===== src/rtl/alu_reg_file.sv =====
// Datapath core: 16x8 register file with two combinational read ports feeding an 8-op ALU.
// Write-back of the ALU result is left to the surrounding logic through the write port.

package alu_regfile_defs;
   localparam int REGFILE_ADDR_WIDTH = 4;
   localparam int REGFILE_SIZE       = 2 ** REGFILE_ADDR_WIDTH;
   localparam int REGFILE_WIDTH      = 8;
   localparam int ALU_OUTPUT_WIDTH   = REGFILE_WIDTH;

   typedef enum logic [2:0] {
      ADD_OP   = 3'd0,
      SUB_OP   = 3'd1,
      NOTA_OP  = 3'd2,
      ORAB_OP  = 3'd3,
      ANDAB_OP = 3'd4,
      NOTAB_OP = 3'd5,
      EXOR_OP  = 3'd6,
      EXNOR_OP = 3'd7
   } aluop_t;
endpackage

module alu_core
   import alu_regfile_defs::*;
(
   input  logic [REGFILE_WIDTH-1:0]    A_In,
   input  logic [REGFILE_WIDTH-1:0]    B_In,
   input  logic                        Carry_In,
   input  aluop_t                      Opcode,
   output logic [ALU_OUTPUT_WIDTH-1:0] ALU_Out,
   output logic                        Carry_Out
);

   logic [ALU_OUTPUT_WIDTH:0] result;
   logic [ALU_OUTPUT_WIDTH:0] a_ext;
   logic [ALU_OUTPUT_WIDTH:0] b_ext;
   logic [ALU_OUTPUT_WIDTH:0] c_ext;

   assign a_ext = {1'b0, A_In};
   assign b_ext = {1'b0, B_In};
   assign c_ext = {{ALU_OUTPUT_WIDTH{1'b0}}, Carry_In};

   // Bit 8 of the 9-bit result is the carry for ADD and the borrow for SUB.
   always_comb begin
      result = '0;
      case (Opcode)
         ADD_OP:   result = a_ext + b_ext + c_ext;
         SUB_OP:   result = a_ext - b_ext - c_ext;
         NOTA_OP:  result = {1'b0, ~A_In};
         ORAB_OP:  result = {1'b0, A_In | B_In};
         ANDAB_OP: result = {1'b0, A_In & B_In};
         NOTAB_OP: result = {1'b0, ~(A_In & B_In)};
         EXOR_OP:  result = {1'b0, A_In ^ B_In};
         EXNOR_OP: result = {1'b0, ~(A_In ^ B_In)};
         default:  result = '0;
      endcase
   end

   assign ALU_Out   = result[ALU_OUTPUT_WIDTH-1:0];
   assign Carry_Out = result[ALU_OUTPUT_WIDTH];

endmodule

module alu_reg_file
   import alu_regfile_defs::*;
(
   input  logic                          Clock,
   input  logic                          Reset,
   input  logic [REGFILE_ADDR_WIDTH-1:0] Read_Addr_1,
   input  logic [REGFILE_ADDR_WIDTH-1:0] Read_Addr_2,
   input  logic [REGFILE_ADDR_WIDTH-1:0] Write_Addr,
   input  logic                          Write_enable,
   input  logic [REGFILE_WIDTH-1:0]      Write_data,
   input  logic                          Carry_In,
   input  aluop_t                        Opcode,
   output logic [ALU_OUTPUT_WIDTH-1:0]   ALU_Out,
   output logic                          Carry_Out
);

   logic [REGFILE_WIDTH-1:0] regs [REGFILE_SIZE];
   logic [REGFILE_WIDTH-1:0] Data_Out_1;
   logic [REGFILE_WIDTH-1:0] Data_Out_2;

   // Reset wins over a concurrent write; no write-through bypass on reads.
   always_ff @(posedge Clock) begin
      if (Reset) begin
         for (int i = 0; i < REGFILE_SIZE; i++) begin
            regs[i] <= '0;
         end
      end else if (Write_enable) begin
         regs[Write_Addr] <= Write_data;
      end
   end

   assign Data_Out_1 = regs[Read_Addr_1];
   assign Data_Out_2 = regs[Read_Addr_2];

   alu_core ALU_INST (
      .A_In      (Data_Out_1),
      .B_In      (Data_Out_2),
      .Carry_In  (Carry_In),
      .Opcode    (Opcode),
      .ALU_Out   (ALU_Out),
      .Carry_Out (Carry_Out)
   );

endmodule


===== config.mk =====
export PLATFORM = sky130hd
export DESIGN_NAME = alu_reg_file
export DESIGN_NICKNAME = d
export VERILOG_FILES = /design/src/rtl/alu_reg_file.sv
export SDC_FILE = /design/constraint.sdc
export NUM_CORES = 1
export LEC_CHECK = 0
export BUFFER_PORTS_ARGS = -buffer_cell sky130_fd_sc_hd__buf_2
export CAP_MARGIN = 0
export CORE_UTILIZATION = 55
export DETAILED_ROUTE_END_ITERATION = 7
export GPL_TIMING_DRIVEN = 0
export PLACE_DENSITY = 0.84
export SLEW_MARGIN = 20
export SYNTH_ARGS = -nofsm -noshare
export SYNTH_HDL_FRONTEND = slang
export SYNTH_HIERARCHICAL = 1
export SYNTH_SLANG_ARGS = --single-unit

===== constraint.sdc =====
create_clock -name Clock -period 3.1 [get_ports Clock]
set_input_delay 0.155 -clock Clock [delete_from_list [all_inputs] [get_ports Clock]]
set_output_delay 0.155 -clock Clock [all_outputs]
set_load 0.1 [all_outputs]

==> flow_summary_export.csv <==
group,metric,value,unit
cells_and_area,drive_gt1_share,31.3,%
synthesis,syn-num-nets,704,
place,gp_congestion,0.905,
timing,min_period,3.90,ns
synthesis,netlist-cell-type-count,54,
critical_path,start_kind,"flop",
clocking,clk_pin_slew_worst_paths,0.05,ns
power,p_leak,3.54,nW
global_route,grt_pass1_wl,34.4,mm
clocking,cts_buffer_depth,2,
power,vdd_drop_max,473,µV
synthesis,syn-instance-count,643,
run,maxCapViolCount,0,
timing,fin_ws,-0.802,ns
global_route,grt_pass1_vias,6062,
synthesis,synth.avg_cell_area,12.9,µm²
drt,wl_per_cell,25.0,µm
critical_path,required,2.94,ns
drt,vias_per_cell,6.68,
floorplan,core,0.0146,mm²
clocking,cts_tree,"built",
synthesis,synth_compound_area_share,8.18,%
timing,relSlewSlack,25.6,%
floorplan,dieArea,0.0155,mm²
worst_hold_path,hold_class,"in -> reg",
cells_and_area,antenna_cells,0,
floorplan,die-width,125,µm
synthesis,synth_seq_area_share,46.4,%
synthesis,ys_seq_elements,128,
synthesis,synth_flop_cell,"edfxtp_1",
synthesis,postSynth.asyncResetShare,0,%
global_route,grt_use_total,30.0,%
drt,antenna_left,0,
clocking,cts_sinks,128,
timing,tightest_slew,1.11,ns
outcome,status,"finished with violations",
synthesis,synth_edf_count,128,
synthesis,yosys-mux-area-fraction,18.4,%
outcome,violations,"negative setup slack",
floorplan,pin_count,36,
drt,via_count,5988,
drt,drt-initial-drc-count,708,
floorplan,rows,44,
critical_path,crit_fanout,3,
place,io_buffers,33,
cells_and_area,reg_top3,"regs: 128 flops",
global_route,grt_antenna_before_repair,0,
timing,clock.fmax,256,MHz
floorplan,start_util,56.7,%
synthesis,synthSimpleGateAreaFrac,16.6,%
critical_path,worstSetupEndpointType,"primary output",
critical_path,worst-setup-path-type,"reg -> out",
clocking,cts_buffers,17,
synthesis,synthXorXnorAreaFrac,1.59,%
clocking,cts-htree-levels,4,
drt,first_pass_iters,5,
place,dp_hpwl,16.5,mm
timing,slew_violations,0,
timing,fin_crit_sh,126,%
power,power.density,556,mW/mm²
floorplan,dieHeight,125,µm
timing,final-hold-violation-count,0,
synthesis,synth_adder_area_share,5.50,%
cells_and_area,area_growth,18.0,%
cells_and_area,largest-register,"regs",
place,place_ws,-1.15,ns
drt,wl,22.4,mm
cells_and_area,largest_reg_flops,128,
synthesis,synth_warnings,6,
global_route,grt_max_degree,17,
timing,finalSetupTns,-5.49,ns
clocking,cts-hold-fix-buffers,0,
global_route,overflow,0,
synthesis,syn_area,0.00828,mm²
timing,rsz0062_at_grt,"true",
drt,drc_errors,0,
timing,setup_viol,9,
critical_path,worstPathArrival,3.75,ns
synthesis,synth_top_family_by_area,"multiplexers",
clocking,cts-root-buf,"clkbuf_16",
cells_and_area,nets,767,
[routing by layer]
layer  routed length [µm]  global-route usage, %  vias up
li1                     -                      -     2550
met1                 8130                   36.3     2941
met2                11300                   51.5      398
met3                 1890                   5.80       99
met4                 1060                   14.4        0
met5                    0                      0        -
[critical path, stage by stage (launching register included)]
cell,delay (ns)
edfxtp_1,0.38
mux4_2,0.52
a22oi_2,0.28
nand2_2,0.12
inv_2,0.09
fa_2,0.47
ha_4,0.19
o211ai_1,0.24
nand3_1,0.13
a211o_1,0.27
a31o_1,0.19
a211o_4,0.28
buf_12,0.17
[cells by family (layout without fill, tap and decap cells)]
| group | count (synthesis) | count (layout) |
|---|---|---|
| compound gates | 95 | 95 |
| buf+inv | 64 | 133 |
| flops | 128 | 128 |
| simple gates | 235 | 235 |
| mux | 72 | 72 |
| xor+xnor | 15 | 15 |
| fa+ha+maj | 34 | 34 |
[final cells by class]
class                           instances  area (µm²)
Clock buffer                           18         429
Inverter                               26         100
Tap cell                              184         230
Fill cell                             987        4820
Sequential cell                       128        3840
Buffer                                 38         277
Timing Repair Buffer                   44         378
Clock inverter                          7        27.5
Multi-Input combinational cell        451        4480
[through the flow]
step                power [mW]  utilization [%]  cell area (µm²)  std cells  hold slack [ns]
global placement          3.50             61.2             8930        860            0.523
CTS                       5.37             66.6             9720        893            0.104
finish                    5.43             67.0             9770        896            0.109
floorplan                 3.23                -             8530        643            0.353
global route              5.59             67.0             9770        896            0.111
detailed placement        3.57             61.2             8930        860            0.534
[path summary, 6_finish.rpt]
path	startpoint	end	slack (ns)	depth (start not counted)
max	regs[3][0]	ALU_Out[7]	-0.80	12
min	Write_data[7]	regs[5][7]	0.11	2
[power breakdown]
| group | switching, mW | total [mW] | internal (mW) |
|---|---|---|---|
| registers | 0.0626 | 2.07 | 2.01 |
| logic | 1.00 | 1.76 | 0.759 |
| clock network | 0.634 | 1.60 | 0.963 |
| total | 1.70 | 5.43 | 3.73 |
[cell usage after synthesis (2+ instances only)]
master,n,share of area [%]
a211o_1,2,0.21
and2_1,132,10
nand2b_1,6,0.45
nand4bb_1,2,0.27
o31ai_1,2,0.18
xnor2_1,8,0.85
clkbuf_1,15,0.68
xor2_1,7,0.74
edfxtp_1,128,46
o21a_1,3,0.27
mux2i_1,8,0.97
or2_2,16,1.2
nor2_1,23,1.0
a21oi_1,17,1.0
nor2_2,3,0.23
o21ai_0,11,0.66
inv_1,26,1.2
nand3_1,2,0.12
a22o_1,3,0.32
o211ai_1,3,0.27
a21o_1,2,0.18
buf_2,10,0.60
fa_1,4,0.97
mux4_2,64,17
nor2b_1,9,0.68
or3_1,3,0.23
buf_1,8,0.36
buf_4,4,0.36
a22oi_1,33,3.0
nor3_2,2,0.24
nor3_1,8,0.48
nand2_1,25,1.1
ha_1,30,4.5
a211oi_1,4,0.36
[layout by cell type, fill, tap and decap left out, types with 4 or more instances in the layout]
| cell | instances |
|---|---|
| and2_1 | 132 |
| edfxtp_1 | 128 |
| mux4_2 | 64 |
| buf_2 | 32 |
| nor2_1 | 22 |
| ha_1 | 22 |
| inv_1 | 21 |
| nand2_1 | 21 |
| a22oi_1 | 21 |
| clkbuf_16 | 17 |
| or2_2 | 16 |
| clkbuf_1 | 15 |
| buf_12 | 13 |
| a21oi_1 | 12 |
| a22oi_2 | 12 |
| buf_4 | 10 |
| nor2b_1 | 9 |
| o21ai_0 | 8 |
| mux2i_1 | 8 |
| nor3_1 | 7 |
| xor2_1 | 7 |
| xnor2_1 | 7 |
| ha_4 | 7 |
| buf_1 | 6 |
| clkinv_1 | 6 |
| nand2b_1 | 5 |
| a211oi_2 | 4 |
| inv_2 | 4 |
| nand2_2 | 4 |
[what timing repair did]
action / in CTS / in global routing
gates resized for setup: 62 / 5
setup endpoints to repair: 9 / 9
pin swaps: 22 / 10
setup buffers: 8 / 3
No activity file was read; power rests on OpenSTA's default activity.
